### src/rtl/mem_port_arbiter.sv
`default_nettype none
// ============================================================================
// Module      : mem_port_arbiter
// Description : Arbitrates an instruction port and a data port onto one
//               single-outstanding memory port, with I-side anti-starvation
//               and a WAIT-state timeout.
// Revision    : 1.0 - initial release
// ============================================================================
module mem_port_arbiter #(
    parameter int STARVE_LIMIT = 4,
    parameter int TIMEOUT_CYC  = 64
) (
    input  logic        clk,
    input  logic        rst_n,
    input  logic        i_req,
    input  logic [31:0] i_addr,
    output logic        i_gnt,
    output logic        i_rvalid,
    output logic [31:0] i_rdata,
    input  logic        d_req,
    input  logic        d_we,
    input  logic [3:0]  d_be,
    input  logic [31:0] d_addr,
    input  logic [31:0] d_wdata,
    output logic        d_gnt,
    output logic        d_rvalid,
    output logic [31:0] d_rdata,
    output logic        m_req,
    output logic        m_we,
    output logic [3:0]  m_be,
    output logic [31:0] m_addr,
    output logic [31:0] m_wdata,
    input  logic        m_gnt,
    input  logic        m_rvalid,
    input  logic [31:0] m_rdata,
    output logic        busy,
    output logic        err
);

    localparam logic [1:0] S_IDLE  = 2'd0;
    localparam logic [1:0] S_ISSUE = 2'd1;
    localparam logic [1:0] S_WAIT  = 2'd2;

    localparam logic [3:0] c_STARVE_MAX = 4'(STARVE_LIMIT);
    localparam logic [9:0] c_TMO_LAST   = 10'(TIMEOUT_CYC - 1);

    logic [1:0] r_state;
    logic [1:0] w_next_state;
    logic       r_owner_i;
    logic [3:0] r_starve_cnt;
    logic [9:0] r_tmo_cnt;

    logic w_pick_i;
    logic w_mem_gnt;
    logic w_mem_done;
    logic w_tmo_fire;

    // I only wins a contested slot once D has won STARVE_LIMIT times in a row
    assign w_pick_i   = i_req && (!d_req || (r_starve_cnt == c_STARVE_MAX));
    assign w_mem_gnt  = (r_state == S_ISSUE) && m_gnt;
    assign w_mem_done = (r_state == S_WAIT) && m_rvalid;
    assign w_tmo_fire = (r_state == S_WAIT) && !m_rvalid && (r_tmo_cnt == c_TMO_LAST);

    always_comb begin
        w_next_state = r_state;
        case (r_state)
            S_IDLE:  if (i_req || d_req) w_next_state = S_ISSUE;
            S_ISSUE: if (m_gnt) w_next_state = S_WAIT;
            S_WAIT:  if (m_rvalid || w_tmo_fire) w_next_state = S_IDLE;
            default: w_next_state = S_IDLE;
        endcase
    end

    always_ff @(posedge clk or negedge rst_n) begin
        if (!rst_n) begin
            r_state      <= S_IDLE;
            r_owner_i    <= 1'b0;
            r_starve_cnt <= 4'd0;
            r_tmo_cnt    <= 10'd0;
        end else begin
            r_state <= w_next_state;
            if ((r_state == S_IDLE) && (i_req || d_req)) begin
                r_owner_i <= w_pick_i;
                if (w_pick_i)
                    r_starve_cnt <= 4'd0;
                else if (i_req && (r_starve_cnt != c_STARVE_MAX))
                    r_starve_cnt <= r_starve_cnt + 4'd1;
            end
            if (w_mem_gnt)
                r_tmo_cnt <= 10'd0;
            else if ((r_state == S_WAIT) && !m_rvalid)
                r_tmo_cnt <= r_tmo_cnt + 10'd1;
        end
    end

    always_comb begin
        m_req   = 1'b0;
        m_we    = 1'b0;
        m_be    = 4'h0;
        m_addr  = 32'h0;
        m_wdata = 32'h0;
        if (r_state == S_ISSUE) begin
            m_req = 1'b1;
            if (r_owner_i) begin
                m_be   = 4'hF;
                m_addr = i_addr;
            end else begin
                m_we    = d_we;
                m_be    = d_be;
                m_addr  = d_addr;
                m_wdata = d_wdata;
            end
        end
    end

    // A timeout completes the owner with zero data; a real response wins a tie
    assign i_gnt    = w_mem_gnt && r_owner_i;
    assign d_gnt    = w_mem_gnt && !r_owner_i;
    assign i_rvalid = (w_mem_done || w_tmo_fire) && r_owner_i;
    assign d_rvalid = (w_mem_done || w_tmo_fire) && !r_owner_i;
    assign i_rdata  = (w_mem_done && r_owner_i) ? m_rdata : 32'h0;
    assign d_rdata  = (w_mem_done && !r_owner_i) ? m_rdata : 32'h0;
    assign busy     = (r_state != S_IDLE);
    assign err      = w_tmo_fire;

endmodule
`default_nettype wire

### config.mk
export PLATFORM = sky130hd
export DESIGN_NAME = mem_port_arbiter
export DESIGN_NICKNAME = d
export VERILOG_FILES = /design/src/rtl/mem_port_arbiter.sv
export SDC_FILE = /design/constraint.sdc
export NUM_CORES = 1
export LEC_CHECK = 0
export CORE_AREA = 2 2 107 109
export CTS_CLUSTER_SIZE = 12
export DETAILED_ROUTE_END_ITERATION = 8
export DIE_AREA = 0 0 109 111
export PLACE_DENSITY_LB_ADDON = 0.15
export SLEW_MARGIN = 5
export SYNTH_ARGS = -nofsm -noshare
export SYNTH_HDL_FRONTEND = slang
export SYNTH_SLANG_ARGS = --single-unit
### constraint.sdc
create_clock -name clk -period 1.9 [get_ports clk]
set_input_delay 0.475 -clock clk [delete_from_list [all_inputs] [get_ports clk]]
set_output_delay 0.475 -clock clk [all_outputs]
set_load 0.005 [all_outputs]
==> results_dict.tcl, run 1 <==
set metrics [dict create \
    critical-path-max-stage-delay_ns 0.37 \
    startpoint "r_state[0]$_DFFE_PN0P_" \
    async_flop_share_pct 100 \
    worst-path-max-fanout 8 \
    finalMaxSlewViolations 0 \
    cts.path.max_buffers 2 \
    yosysTopAreaCellShare_pct 27.4 \
    cp.arrival_ns 1.72 \
    timing.hold.ws_ns 0.534 \
    clk_pin_slew_ns 0.05 \
    grt_util_all_layers_pct 22.3 \
    post_drt_wl_per_cell_microns 18.4 \
    firstDrtPassIters 4 \
    final_cell_count_no_fill 789 \
    setup.worst_path.start_class "flop" \
    power.density_nw_per_um2 1070 \
    end_kind "primary output" \
    syn_area_per_cell_sq_um 7.49 \
    synth_edf_count 0 \
    die_x_microns 109 \
    min_period_over_period_pct 116 \
    synthTopCellsByCount "and2_1, nor2_1, mux2i_1" \
    cts_sinks 17 \
    vias 3510 \
    diodes 0 \
    p_leak_nw 3.14 \
    hold_class "reg -> reg" \
    synth_ff_type "dfrtp_1" \
    nFillCells 982 \
    fin_crit_ns 2.20 \
    die_area_sq_um 12100 \
    syn-cell-area_sq_um 2220 \
    h-tree-depth 1 \
    overflow 0 \
    violations "setup timing" \
    min_from "r_starve_cnt[1]$_DFFE_PN0P_" \
    multiInputGateArea_sq_um 2250 \
    rsz0062_at_grt "true" \
    syn_to_final_growth_pct 199 \
    initial_utilization_pct 20.0 \
    finalNetCount 789 \
    reg2reg_from "r_state[1]$_DFFE_PN0P_" \
    insertion_delay_ns 0.25 \
    synth.distinct_cells 41 \
    critPathBufInv 4 \
    antenna_found_initial 0 \
    cts_hold_buf 0 \
    drc 0 \
    ys_warn_count 0 \
    hold_viol 0 \
    crit_chain "and2b_2 -> and3b_2 -> buf_6 -> buf_6 -> buf_16 -> and2_4 -> buf_6" \
    vdd_drop_max_v 0.000605 \
    syn_inst 296 \
    relSlewSlack_pct 74.8 \
    clock_skew_ns 0.00360 \
    worstSetupPathType "reg -> out" \
    required_ns 1.42 \
    grt_max_degree 24 \
    grt_pass1_wl_microns 20400 \
    row_count 39 \
    coreArea_sq_um 11100 \
    cpMostUsedCell "buf_6" \
    port_buffers 278 \
    synth.most_common_cell "and2_1" \
    cts_buffers 3 \
    setup_ws_ns -0.296 \
    vias_per_cell 4.45 \
    hpwl_microns 9680 \
    cts_root_buf "clkbuf_16" \
    grt_pass1_vias 3609 \
    ys_seq_area_share_pct 19.2 \
    setup_viol 133 \
    seq_area_sq_um 427 \
    synthTopCellsByArea "and2_1, dfrtp_1, mux2i_1" \
    max_freq_mhz 455 \
    tightest_slew_ns 0.376 \
    io_pins 279 \
    cts_tree "yes" \
    die_h_microns 111 \
    drive_above_1_share_pct 49.7 \
    synth_nets 438 \
    status "finished with violations" \
    power_mw 7.10 \
    critical_path.top_delay_family "simple AND/OR/NAND/NOR gates" \
    antenna_left 0 \
    wirelength_microns 14600 \
    routabilityCongestion 0.859 \
    yosysTopAreaCell "and2_1" \
    synth_seq_cells 17 \
    cap_viol_max_count 0 \
    dp_cells 732 \
    crit_slowest_cell "dfrtp_1" \
    drt_iter0_drc 87 \
]
[logic make-up (layout without fill, tap and decap cells)]
logic type	Yosys count	in the layout	share of synthesized area [%]
multiplexers	39	39	17.6
AO/OA/AOI/OAI	15	15	4.46
buffers and inverters	26	373	5.53
flip-flops	17	17	19.2
adder cells (fa/ha/maj)	3	3	1.69
XOR/XNOR	2	2	0.790
AND/OR/NAND/NOR	194	197	50.8
[repair_timing]
action	4_1_cts	5_1_grt
gates cloned	16	2
buffers inserted	36	16
gates resized for setup	634	127
pin swaps	71	37
endpoints found under the setup margin	140	141
[state kept, by name, indices dropped and copies added, names as in the netlist]
register	count
r_owner_i	1
r_starve_cnt	4
r_state	2
r_tmo_cnt	10
[cell usage in the layout (no fill, tap or decap), types with 4 or more instances in the layout]
cell type          n
clkdlybuf4s50_1  137
buf_6             93
and2_4            49
and2_1            48
buf_2             45
buf_4             37
nor2_4            35
dlygate4sd2_1     30
mux2i_1           27
dfrtp_1           16
nor2_1            12
nand2_1           12
buf_12             9
buf_16             8
mux2i_2            7
and3_4             6
mux2i_4            5
clkbuf_16          5
inv_1              4
nand4_1            4
[cell type report]
| class | instances | share of cell area (%) |
|---|---|---|
| Inverter | 5 | 0.359 |
| Clock buffer | 3 | 1.13 |
| Clock inverter | 1 | 0.0756 |
| Multi-Input combinational cell | 256 | 33.9 |
| Sequential cell | 17 | 6.44 |
| Timing Repair Buffer | 364 | 55.3 |
| Tap cell | 143 | 2.70 |
[layer usage]
layer	track usage (%)	wire [microns]
met1	23.6	5230
met2	42.0	7630
met3	7.52	1440
met4	4.62	247
met5	0	0
[through the flow]
stage,worst slack [ns],setup TNS (ns),utilization (%),area [sq um]
CTS,-0.290,-27.08,56.1,6210
finish,-0.296,-20.97,59.8,6620
global placement,-0.577,-50.76,48.7,5400
detailed placement,-0.592,-51.72,48.7,5400
floorplan,0.192,0,-,2220
global route,-0.343,-27.99,59.8,6620
[worst min-delay path: cells and delay by family (launching register included)]
kind / cells / cell delay [ns]
flip-flops: 1 / 0.38
AO/OA/AOI/OAI: 1 / 0.06
AND/OR/NAND/NOR: 1 / 0.06
[power breakdown]
group / internal, mW / switching, mW / total, mW
Combinational: 3.63 / 2.52 / 6.15
Clock: 0.282 / 0.157 / 0.440
Sequential: 0.447 / 0.0714 / 0.518
Total: 4.36 / 2.75 / 7.10
[final timing paths]
kind | endpoint | slack, ns | depth (start not counted)
setup / recovery | d_rdata[0] | -0.30 | 7
hold / removal | r_starve_cnt[1]$_DFFE_PN0P_ | 0.53 | 2
setup reg to reg | r_tmo_cnt[4]$_DFFE_PN0P_ | 0.02 | 13
hold reg to reg | r_starve_cnt[1]$_DFFE_PN0P_ | 0.53 | 2
max in group asynchronous | r_owner_i$_DFFE_PN0P_ | 1.13 | 2
min in group asynchronous | r_starve_cnt[2]$_DFFE_PN0P_ | 0.55 | 2
(Power assumes the default switching activity.)
==> inputs of run 2 (changes only) <==
--- a/config.mk
+++ b/config.mk
@@ -9,8 +9,9 @@
 export CTS_CLUSTER_SIZE = 12
 export DETAILED_ROUTE_END_ITERATION = 8
 export DIE_AREA = 0 0 109 111
-export PLACE_DENSITY_LB_ADDON = 0.15
-export SLEW_MARGIN = 5
+export GPL_TIMING_DRIVEN = 0
+export PLACE_DENSITY = 0.66
+export SLEW_MARGIN = 20
 export SYNTH_ARGS = -nofsm -noshare
 export SYNTH_HDL_FRONTEND = slang
 export SYNTH_SLANG_ARGS = --single-unit
==> run 2 against run 1 <==
  * The flow still finishes with violations (setup timing)
  * Total power down 5.6%
  * Wire length down 11%
  * Clock skew up 0.0017 ns
  * Highest routed layer unchanged
==> results_dict.tcl, run 2 (same netlist as run 1, synthesis figures left out) <==
set metrics [dict create \
    status "finished with violations" \
    violations "setup timing" \
    critical-path-max-stage-delay_ns 0.42 \
    initial_utilization_pct 20.0 \
    cts_root_buf "clkbuf_16" \
    port_buffers 278 \
    tightest_slew_ns 0.830 \
    vias_per_cell 4.44 \
    vias 3515 \
    wirelength_microns 13000 \
    power.density_nw_per_um2 996 \
    clock_skew_ns 0.00532 \
    cap_viol_max_count 0 \
    max_freq_mhz 442 \
    p_comb_share_pct 85.5 \
    biggestRegsByFlops "r_tmo_cnt: 10 flops, r_starve_cnt: 4 flops, r_state: 2 flops" \
    largest_register "r_tmo_cnt" \
    insertion_delay_ns 0.25 \
    hold_class "reg -> reg" \
    clk_pin_slew_ns 0.06 \
    largest_register_ffs 10 \
    reg2reg_from "r_state[0]$_DFFE_PN0P_" \
    die_h_microns 111 \
    die_x_microns 109 \
    coreArea_sq_um 11100 \
    fin_tns_setup_ns -23.46 \
    overflow 0 \
    worst_r2r_path_depth 10 \
    required_ns 1.42 \
    seqPwrFrac_pct 8.0 \
    switching_share_pct 36.8 \
    cts_tree "yes" \
    cp.arrival_ns 1.79 \
    grt_max_degree 18 \
    hold_viol 0 \
    worst-path-max-fanout 5 \
    setup_ws_ns -0.363 \
    finalMaxSlewViolations 0 \
    syn_to_final_growth_pct 204 \
    p_int_mw 4.24 \
    drt_iter0_drc 138 \
    crit_slowest_cell "dfrtp_2" \
    drive_above_1_share_pct 60.2 \
    cts_buffers 3 \
    firstDrtPassIters 4 \
    relSlewSlack_pct 44.5 \
    cts_hold_buf 0 \
    antenna_found_initial 0 \
    final_cell_count_no_fill 791 \
    hpwl_microns 9350 \
    drc 0 \
    timing.hold.ws_ns 0.544 \
    postLayoutCoreUtil_pct 60.8 \
    clockPowerShare_pct 6.5 \
    setup_viol 139 \
    crit_chain "and2b_2 -> and3b_2 -> buf_6 -> buf_6 -> buf_6 -> and2_4 -> buf_6" \
    h-tree-depth 1 \
    min_delay_worst_endpoint "r_tmo_cnt[3]$_DFFE_PN0P_" \
    p_leak_nw 3.10 \
    p_switching_mw 2.47 \
    final_cell_mix "clkdlybuf4s50_1, buf_6, and2_4" \
    post_drt_wl_per_cell_microns 16.5 \
    end_kind "primary output" \
    finalNetCount 791 \
    cpMostUsedCell "buf_6" \
    setup.worst_path.start_class "flop" \
    routabilityCongestion 0.811 \
    reg2reg_to "r_tmo_cnt[4]$_DFFE_PN0P_" \
    grt_pass1_vias 3524 \
    cts_sinks 17 \
    min_period_over_period_pct 119 \
    die_area_sq_um 12100 \
    io_pins 279 \
    min_from "r_tmo_cnt[3]$_DFFE_PN0P_" \
    antenna_left 0 \
    whs_path_depth 1 \
    rsz0062_at_grt "true" \
    critPathBufInv 4 \
    worstSetupPathType "reg -> out" \
    dp_slack_ns -0.916 \
    fin_crit_ns 2.26 \
    vdd_drop_max_v 0.000761 \
    r2r_setup_slack_ns 0.12 \
    final_common_cell "clkdlybuf4s50_1" \
    critical_path.top_delay_family "simple AND/OR/NAND/NOR gates" \
    dp_cells 717 \
    grt_pass1_wl_microns 18100 \
    diodes 0 \
    cts.path.max_buffers 2 \
    grt_util_all_layers_pct 18.9 \
    row_count 39 \
]
[run 2: routing by layer]
layer	share of wire, %	vias to the layer above	track usage [%]
li1	-	1687	-
met1	34	1632	19.4
met2	54	176	35.7
met3	9.5	20	5.64
met4	2.3	0	6.24
met5	0	-	0
[run 2: per-stage QoR]
stage	cell area [sq um]	power [mW]
after global routing	6740	7.12
after detailed placement	5180	3.99
after global placement	5180	3.95
after floorplan	2220	1.97
after CTS	5830	4.97
final	6740	6.71
[run 2: worst max-delay path by stage]
stage	from	to	slack, ns	cells past startpoint
floorplan	r_state[1]$_DFFE_PN0P_	i_rdata[10]	0.19	5
global route	r_state[1]$_DFFE_PN0P_	d_rdata[22]	-0.41	7
finish	r_state[1]$_DFFE_PN0P_	d_rdata[22]	-0.36	7
detailed placement	m_rvalid	i_rdata[16]	-0.92	5
global placement	m_rvalid	d_rdata[12]	-0.88	5
CTS	r_state[1]$_DFFE_PN0P_	d_rdata[23]	-0.35	7
[run 2: what timing repair did]
action	CTS	global route
gates resized for setup	597	311
setup endpoints to repair	140	141
pin swaps	66	21
cloned	4	4
setup buffers	53	23
[run 2: power by group through the flow]
stage | Sequential [mW] | Combinational, mW | Clock [mW]
6_report | 0.539 | 5.73 | 0.437
5_1_grt | 0.556 | 6.09 | 0.468
3_5_place_dp | 0.542 | 3.45 | 0
4_1_cts | 0.544 | 3.98 | 0.445
2_1_floorplan | 0.519 | 1.46 | 0
3_3_place_gp | 0.536 | 3.42 | 0
[run 2: layout make-up]
| class | count | area (sq um) |
|---|---|---|
| clock inverters | 1 | 5.00 |
| plain buffers | 17 | 250 |
| inverters | 5 | 18.8 |
| fillers | 946 | 4340 |
| flip-flops and latches | 17 | 432 |
| clock buffers | 3 | 75.1 |
| repair buffers | 352 | 3470 |
| well taps | 143 | 179 |
| multi-input cells | 253 | 2310 |
